## src/rtl/phy_rx_deframer.sv

```systemverilog
// phy_rx_deframer
//   Receive-side deframer between the PHY and the switch. Registers each
//   50-bit PHY word, checks the sync header and CRC-8, acquires and tracks
//   frame lock, checks sequence numbers, and buffers good flits in a FIFO.
//
// Ports
//   clk             : clock
//   n_rst           : asynchronous active-low reset
//   encoded_flit    : {sync[1:0], seq[7:0], flit[31:0], crc[7:0]} from PHY
//   phy_data_ready  : encoded_flit valid this cycle
//   phy_buffer_full : PHY must hold off while high
//   flit            : FIFO head (0 when empty)
//   sw_data_ready   : FIFO non-empty
//   sw_buffer_full  : switch cannot accept this cycle
//   locked          : frame alignment acquired
//   crc_err_cnt     : saturating CRC failures seen while locked
//   seq_err_cnt     : saturating sequence mismatches
module phy_rx_deframer #(
    parameter int DEPTH        = 4,
    parameter int LOCK_COUNT   = 4,
    parameter int UNLOCK_COUNT = 3
) (
    input  logic        clk,
    input  logic        n_rst,
    input  logic [49:0] encoded_flit,
    input  logic        phy_data_ready,
    output logic        phy_buffer_full,
    output logic [31:0] flit,
    output logic        sw_data_ready,
    input  logic        sw_buffer_full,
    output logic        locked,
    output logic [15:0] crc_err_cnt,
    output logic [15:0] seq_err_cnt
);

    localparam int         AW       = $clog2(DEPTH);
    localparam logic [3:0] LOCK_N   = 4'(LOCK_COUNT);
    localparam logic [3:0] UNLOCK_N = 4'(UNLOCK_COUNT);

    typedef enum logic {HUNT, LOCKED} state_e;

    // CRC-8, poly 0x07, init 0, MSB first, no reflection, no final XOR.
    function automatic logic [7:0] crc8(input logic [39:0] d);
        logic [7:0] c;
        c = '0;
        for (int i = 39; i >= 0; i--)
            c = {c[6:0], 1'b0} ^ (((c[7] ^ d[i]) != 1'b0) ? 8'h07 : 8'h00);
        return c;
    endfunction

    // ---------------- input register ----------------
    logic        in_valid_q;
    logic [49:0] in_word_q;

    always_ff @(posedge clk or negedge n_rst) begin
        if (!n_rst) begin
            in_valid_q <= 1'b0;
            in_word_q  <= '0;
        end else begin
            in_valid_q <= phy_data_ready;
            in_word_q  <= encoded_flit;
        end
    end

    logic       hdr_ok, crc_ok;
    logic [7:0] seq;

    assign hdr_ok = (in_word_q[49:48] == 2'b10);
    assign crc_ok = (crc8(in_word_q[47:8]) == in_word_q[7:0]);
    assign seq    = in_word_q[47:40];

    // ---------------- lock FSM ----------------
    state_e      state_q, state_d;
    logic [3:0]  lock_cnt_q, lock_cnt_d;
    logic [3:0]  bad_cnt_q, bad_cnt_d;
    logic [7:0]  exp_seq_q, exp_seq_d;
    logic        push, crc_inc, seq_inc;

    always_comb begin
        state_d    = state_q;
        lock_cnt_d = lock_cnt_q;
        bad_cnt_d  = bad_cnt_q;
        exp_seq_d  = exp_seq_q;
        push       = 1'b0;
        crc_inc    = 1'b0;
        seq_inc    = 1'b0;
        if (in_valid_q) begin
            case (state_q)
                HUNT: begin
                    if (hdr_ok && crc_ok) begin
                        lock_cnt_d = lock_cnt_q + 4'd1;
                        if (lock_cnt_q + 4'd1 == LOCK_N) begin
                            state_d   = LOCKED;
                            exp_seq_d = seq + 8'd1;
                            bad_cnt_d = '0;
                        end
                    end else begin
                        lock_cnt_d = '0;
                    end
                end
                LOCKED: begin
                    if (!hdr_ok) begin
                        bad_cnt_d = bad_cnt_q + 4'd1;
                        if (bad_cnt_q + 4'd1 == UNLOCK_N) begin
                            state_d    = HUNT;
                            lock_cnt_d = '0;
                            bad_cnt_d  = '0;
                        end
                    end else if (!crc_ok) begin
                        // Bad payload keeps alignment; exp_seq stays put so
                        // a retransmission of the same seq is accepted.
                        bad_cnt_d = '0;
                        crc_inc   = 1'b1;
                    end else begin
                        bad_cnt_d = '0;
                        push      = 1'b1;
                        seq_inc   = (seq != exp_seq_q);
                        exp_seq_d = seq + 8'd1;
                    end
                end
                default: state_d = HUNT;
            endcase
        end
    end

    // ---------------- error counters ----------------
    logic [15:0] crc_err_q, crc_err_d, seq_err_q, seq_err_d;

    assign crc_err_d = (crc_inc && crc_err_q != 16'hFFFF) ? crc_err_q + 16'd1 : crc_err_q;
    assign seq_err_d = (seq_inc && seq_err_q != 16'hFFFF) ? seq_err_q + 16'd1 : seq_err_q;

    always_ff @(posedge clk or negedge n_rst) begin
        if (!n_rst) begin
            state_q    <= HUNT;
            lock_cnt_q <= '0;
            bad_cnt_q  <= '0;
            exp_seq_q  <= '0;
            crc_err_q  <= '0;
            seq_err_q  <= '0;
        end else begin
            state_q    <= state_d;
            lock_cnt_q <= lock_cnt_d;
            bad_cnt_q  <= bad_cnt_d;
            exp_seq_q  <= exp_seq_d;
            crc_err_q  <= crc_err_d;
            seq_err_q  <= seq_err_d;
        end
    end

    // ---------------- FIFO ----------------
    logic [31:0]   mem_q [DEPTH];
    logic [AW-1:0] wr_ptr_q, rd_ptr_q;
    logic [AW:0]   count_q, count_d;
    logic          pop;
    logic [AW+1:0] occ;

    assign pop = (count_q != '0) && !sw_buffer_full;

    always_comb begin
        count_d = count_q;
        if (push && !pop)      count_d = count_q + 1'b1;
        else if (!push && pop) count_d = count_q - 1'b1;
    end

    always_ff @(posedge clk or negedge n_rst) begin
        if (!n_rst) begin
            wr_ptr_q <= '0;
            rd_ptr_q <= '0;
            count_q  <= '0;
        end else begin
            if (push) wr_ptr_q <= wr_ptr_q + 1'b1;
            if (pop)  rd_ptr_q <= rd_ptr_q + 1'b1;
            count_q <= count_d;
        end
    end

    // Storage needs no reset: contents are qualified by count_q.
    always_ff @(posedge clk) begin
        if (push) mem_q[wr_ptr_q] <= in_word_q[39:8];
    end

    // The word in the input register already owns a slot, so it is counted.
    assign occ             = {1'b0, count_q} + {{(AW + 1){1'b0}}, in_valid_q};
    assign phy_buffer_full = (occ >= (AW + 2)'(DEPTH));
    assign sw_data_ready   = (count_q != '0);
    assign flit            = sw_data_ready ? mem_q[rd_ptr_q] : 32'h0;
    assign locked          = (state_q == LOCKED);
    assign crc_err_cnt     = crc_err_q;
    assign seq_err_cnt     = seq_err_q;

endmodule

```

## config.mk

```make
export PLATFORM = sky130hd
export DESIGN_NAME = phy_rx_deframer
export DESIGN_NICKNAME = d
export VERILOG_FILES = /design/src/rtl/phy_rx_deframer.sv
export SDC_FILE = /design/constraint.sdc
export NUM_CORES = 1
export LEC_CHECK = 0
export ABC_AREA = 1
export BUFFER_PORTS_ARGS = -buffer_cell sky130_fd_sc_hd__buf_2
export CAP_MARGIN = 0
export CORE_UTILIZATION = 60
export DETAILED_ROUTE_END_ITERATION = 8
export GPL_TIMING_DRIVEN = 0
export PLACE_DENSITY = 0.83
export SETUP_SLACK_MARGIN = 0.1
export SKIP_LAST_GASP = 1
export SLEW_MARGIN = 20
export SYNTH_ARGS = -nofsm -noshare
export SYNTH_HDL_FRONTEND = slang
export SYNTH_SLANG_ARGS = --single-unit
```

## constraint.sdc

```tcl
create_clock -name clk -period 8 [get_ports clk]
set_input_delay 0.8 -clock clk [delete_from_list [all_inputs] [get_ports clk]]
set_output_delay 0.8 -clock clk [all_outputs]
set_load 0.01 [all_outputs]
```

* After elaboration in Yosys (flattened, before gate mapping)
Memory sizes are Yosys's and may differ from the RTL's. Index checks and enable logic that the tools add are counted.
Operators by class: reductions and logical operators 14, multiplexer cells 76, bitwise gates (word level) 79, order comparisons 1, $add $sub $neg 10, equality and inequality tests 13
Operator list (number):
- $xor A8 B3 Y8 | 35
- $mux W3 | 42
- $xor A1 B1 Y1 | 34
- $add A16 B1 Y16 const B | 2
- $mux W32 | 1
- $mux W8 | 4
- $ne A16 B16 Y1 const B | 2
- $mux W4 | 7
- $mux W1 | 18
- $pmux W4 S2 | 2
- $pmux W8 S2 | 1
- $ne A2 B2 Y1 const B | 5
- $add A4 B1 Y4 const B | 2
- $add A8 B1 Y8 const B | 1
- $eq A8 B8 Y1 | 1
- $ne A8 B8 Y1 | 1
- $xor A7 B3 Y7 | 1
- $logic_and A1 B1 Y1 | 6
- $reduce_and A3 Y1 | 2
- $xor A6 B3 Y6 | 1
- $reduce_and A5 Y1 | 1
- $xor A1 B1 Y1 const A | 5
- $xor A5 B3 Y5 | 1
- $add A2 B1 Y2 const B | 2
- 14 further kinds | 16
Storage, ports and cells: logic and storage cells 205, bits of input ports 54, bits in registers 107, memories 1, output and inout bits 67, memory bits (writable) 128
Memories:
- mem_q | words 4, bits a word 32, rd ports 1, clocked after memory_dff 0, wr ports 1, line 151 | logic [31:0] mem_q [DEPTH];

* Longest topological paths before layout
depth after elaboration 118, depth in mapped cells 42, mapped depth without buffers 42

* Least setup slack after synthesis
OpenSTA, ideal clock, no wires.
path kind register to register, start register in_word_q[45], end memory mem_q[0][0], enable pin, library setup time 421 ps, period minus slack after synthesis 4840 ps, stages on the path, launching flop included 35, data required time 7579 ps, path slack 3160 ps, buffers on the path 0, data arrival time 4419 ps, cell sequence dfrtp_1 > ha_1 > inv_1 > nand2_1 > nand3_1 > nand2_1 > inv_1 > nand2_1 > nand2_1 > nand2_2 > nand2_2 > clkinv_1 > nand2_1 > nand2_1 > nand2_2 > nand2_4 > nand2_1 > nand3_2 > nand2_2 > nand2_2 > nand2_1 > nand2_1 > nand2_1 > nand2_1 > nand2_1 > nand2_1 > nand2_1 > inv_1 > nor2_1 > nand2_1 > nor2_4 > nand2_4 > inv_1 > nand2_2 > nor2_1
On the way: cells in the longest elaborated chain, start to end 59, elaborated cells between the ends (all ways) 103, classes of those cells 1 x eq/ne; 35 x mux; 67 x bitwise
RTL lines:
- start: declaration | line 53 | logic [49:0] in_word_q;
- start signal: assignment | line 61 | in_word_q <= encoded_flit;
- $xor A1 B1 Y1 (*) | line 47 | c = {c[6:0], 1'b0} ^ (((c[7] ^ d[i]) != 1'b0) ? 8'h07 : 8'h00);
- $mux W3 (*) | line 47
- $xor A5 B3 Y5 (*) | line 47
- $xor A6 B3 Y6 (*) | line 47
- $xor A7 B3 Y7 (*) | line 47
- $xor A8 B3 Y8 (*) (3 in a row) | line 47
- $xor A1 B1 Y1 / $xor A8 B3 Y8 (equally long branches) | line 47
- $mux W3 / $xor A1 B1 Y1 (equally long branches) | line 47
- (+41 left out)
- $xor A8 B3 Y8 (*) | line 47
- $eq A8 B8 Y1 (*) | line 69 | assign crc_ok = (crc8(in_word_q[47:8]) == in_word_q[7:0]);
- $mux W1 (*) | line 109 | end else if (!crc_ok) begin
- $mux W1 (*) | line 102 | if (!hdr_ok) begin
- $mux W1 (*) | line 88 | case (state_q)
- $mux W1 (*) | line 87 | if (in_valid_q) begin
- $mux W1 (*) | line 179 | if (push) mem_q[wr_ptr_q] <= in_word_q[39:8];
- $mux W1 (not written as such) (*) | line 179
- end: declaration | line 151
Mark *: on every way between the ends. The rest lies on a longest branch, timed or not.

* Worst setup path after layout
start register in_word_q[45], end register count_q[2]
On the way: cells in the longest elaborated chain, start to end 60, elaborated cells between the ends (all ways) 106, classes of those cells 1 x eq/ne; 34 x mux; 67 x bitwise; 4 x reduce/logical
RTL lines:
- $xor A1 B1 Y1 (*) | line 47
- $mux W3 (*) | line 47
- $xor A5 B3 Y5 (*) | line 47
- $xor A6 B3 Y6 (*) | line 47
- $xor A7 B3 Y7 (*) | line 47
- $xor A8 B3 Y8 (*) (3 in a row) | line 47
- $xor A1 B1 Y1 / $xor A8 B3 Y8 (equally long branches) | line 47
- $mux W3 / $xor A1 B1 Y1 (equally long branches) | line 47
- (+43 left out)
- $mux W1 (*) | line 109
- $mux W1 (*) | line 102
- $mux W1 (*) | line 88
- $mux W1 (*) | line 87
- net push | line 77 | logic push, crc_inc, seq_inc;
- $logic_not A1 Y1 | line 162 | else if (!push && pop) count_d = count_q - 1'b1;
- $logic_and A1 B1 Y1 | line 162
- $reduce_bool A2 Y1 (no line)
- end signal: assignment | line 173 | count_q <= count_d;
- end: declaration | line 153 | logic [AW:0] count_q, count_d;
Mark *: on every way through the listed nets, which the timed path passes. The rest lies on a longest branch. A chain may end at the register's enable or synchronous reset.

==> flow_metrics.tcl <==
set metrics [dict create \
    status "complete, no violations" \
    synth_top_cell_area_share 0.331 \
    swShare 0.352 \
    final.setup.tns_ns 0 \
    synthTopCellsByCount "340 x nand2_1, 156 x nor2_1, 129 x inv_1, 128 x edfxtp_1, 107 x dfrtp_1" \
    rsz0062_at_grt "no" \
    synth_fp_nets 1372 \
    fin_nets 1524 \
    hold_path.class "in -> async" \
    clkTransAtPathRegs_ns 0.06 \
    intPower_mw 2.56 \
    period_share 0.645 \
    pin_count 121 \
    critPathCaptureType "flop" \
    finalSetupViolations 0 \
    worstRegToRegCells 42 \
    clock_skew_ns 0.0139 \
    cts_max_path_buffers 3 \
    initial_core_util 0.616 \
    timing.rr.end "count_q[2]" \
    track_usage 0.280 \
    rr_startpoint "in_word_q[45]" \
    layout-drive-gt1-share 0.163 \
    grt_antenna_before_repair 4 \
    core_mm2 0.0188 \
    synthToLayoutAreaGrowth_pct 17.4 \
    comb_power_share 0.336 \
    firstDrtPassIters 5 \
    cp_data_arrival_time_ns 5.56 \
    r2r_slack_ns 2.84 \
    clk_latency_ns 0.53 \
    cp-start-kind "flop" \
    post_cts_buffers 0 \
    synth_async_sr_flop_share 0.455 \
    worstPathRequired_ns 8.40 \
    irDropWorstVdd_v 0.000184 \
    p_clk_frac 0.323 \
    cts_buffers 25 \
    cp_common_cell "nand2_1" \
    hold_viol 0 \
    htreeDepth 1 \
    final_util 0.724 \
    syn_avg_cell_area_um2 8.92 \
    crit_slowest_cell "dfrtp_1" \
    clock-sinks 235 \
    max_slew.worst_pin.slew_ns 1.10 \
    grt_max_degree 62 \
    vias 9279 \
    synth-edff-count 128 \
    synth.area.top_cells "edfxtp_1 33%, dfrtp_1 23%, nand2_1 11%" \
    portBuffers 120 \
    yosys_warnings 0 \
    rows 50 \
    fin_crit_ns 5.16 \
    yosys_most_used_dff "edfxtp_1" \
    seqPwrFrac 0.340 \
    worstSetupPathType "reg -> reg" \
    holdBufCountCts 0 \
    die_h_um 141 \
    cts_tree "yes" \
    wl_per_cell_um 15.4 \
    drt_iter0_markers 531 \
    maxCapViolations 0 \
    powerDensity_mw_per_mm2 290 \
    dp_hpwl_um 18400 \
    yosysUniqueCellTypes 35 \
    synth.most_common_cell "nand2_1" \
    slew_viol_final 0 \
    synth-seq-area-share 0.562 \
    crit_fanout 7 \
    relSlewSlack 0.263 \
    clock-root-buffer "clkbuf_16" \
    finalWeightedCongestion 0.861 \
    synth_area_mm2 0.0116 \
    dieArea_mm2 0.0199 \
    gr-total-overflow 0 \
    antenna_left 0 \
    p_leak_nw 6.22 \
    drt-total-wl_um 26800 \
    synth_seq_cells 235 \
    switchingPower_mw 1.39 \
    grt_pass1_vias 9226 \
    yosysTopAreaCell "edfxtp_1" \
    max_freq_mhz 194 \
    drcViolationCount 0 \
    grt_pass1_wl_um 43900 \
    max_stage_delay_ns 0.46 \
    syn-instance-count 1301 \
    die_x_um 141 \
    avgViaCountPerCell 5.35 \
    cts_resized 0 \
]
-- flip-flops by register name (all words and copies together), names as in the netlist --
signal       count
bad_cnt_q        4
count_q          3
crc_err_cnt     16
exp_seq_q        8
in_valid_q       1
in_word_q       50
lock_cnt_q       4
locked           1
mem_q          128
rd_ptr_q         2
seq_err_cnt     16
wr_ptr_q         2
-- power by group through the flow --
stage / Combinational, mW / Clock, mW / Sequential (mW)
after global routing: 1.49 / 1.33 / 1.35
after global placement: 1.26 / 0 / 1.36
after CTS: 1.32 / 1.28 / 1.34
after detailed placement: 1.31 / 0 / 1.36
final: 1.33 / 1.27 / 1.34
after floorplan: 0.914 / 0 / 1.35
-- through the flow --
step                      power (mW)  hold WS (ns)  worst slack [ns]  cells  area, µm²
after floorplan                 2.27         0.461              3.16   1301      11600
after global placement          2.63         0.474              1.66   1681      12500
after detailed placement        2.67         0.478              2.93   1686      12700
after CTS                       3.94         0.237              2.87   1732      13600
after global routing            4.17         0.240              2.21   1732      13600
final                           3.94         0.220              2.84   1734      13600
-- worst max-delay path by stage --
stage	depth (start not counted)	slack, ns	start	to
CTS	42	2.87	in_word_q[45]	count_q[2]
detailed placement	37	2.93	in_word_q[45]	count_q[2]
floorplan	34	3.16	in_word_q[45]	mem_q[0][0]
global route	42	2.21	in_word_q[45]	count_q[2]
finish	42	2.84	in_word_q[45]	count_q[2]
global placement	30	1.66	in_word_q[45]	mem_q[1][5]
-- cells in the final DEF, fill, tap and decap left out, types with 6 or more instances in the layout --
master	n
nand3_1	106
nand2_1	340
a21oi_1	35
o21ai_0	70
o21ai_2	8
nor2_1	152
nor4_1	7
nand4_1	7
nand3_2	11
xnor2_1	11
nor3_1	17
clkbuf_1	18
inv_2	8
clkbuf_16	25
o21ai_1	19
buf_1	8
bufinv_16	6
nand2_2	27
dfrtp_1	107
inv_1	129
nor2_4	6
xor2_1	43
nand3b_1	11
buf_2	122
edfxtp_1	128
ha_1	16
-- area by class of cell --
| cell class | count | area, µm² |
|---|---|---|
| Antenna cell | 2 | 5.00 |
| Buffer | 30 | 140 |
| Clock buffer | 32 | 692 |
| Clock inverter | 14 | 231 |
| Fill cell | 1306 | 5210 |
| Inverter | 141 | 532 |
| Multi-Input combinational cell | 895 | 4440 |
| Sequential cell | 235 | 6520 |
| Tap cell | 260 | 325 |
| Timing Repair Buffer | 125 | 737 |
-- kinds of logic after synthesis --
kind of cell	after synthesis	synth area share
buf+inv	171	0.0579
mux	1	0.000970
fa+ha+maj	17	0.0190
flops	235	0.562
simple gates	689	0.258
compound gates	134	0.0610
xor+xnor	54	0.0408
-- critical path: cells and delay by family (launching register included) --
family	cells	cell delay [ns]
simple gates	26	2.39
fa+ha+maj	3	0.89
buf+inv	10	0.86
flops	1	0.46
compound gates	2	0.28
xor+xnor	1	0.15
-- routing by layer --
layer  vias up  GRT usage  part of all wire
met3        50     0.0482             0.074
met2       357      0.503              0.50
met5         -          0           0.00049
li1       4560          -                 -
met4         2     0.0852             0.021
met1      4310      0.343              0.41
Power figures use the tool's default switching activity.
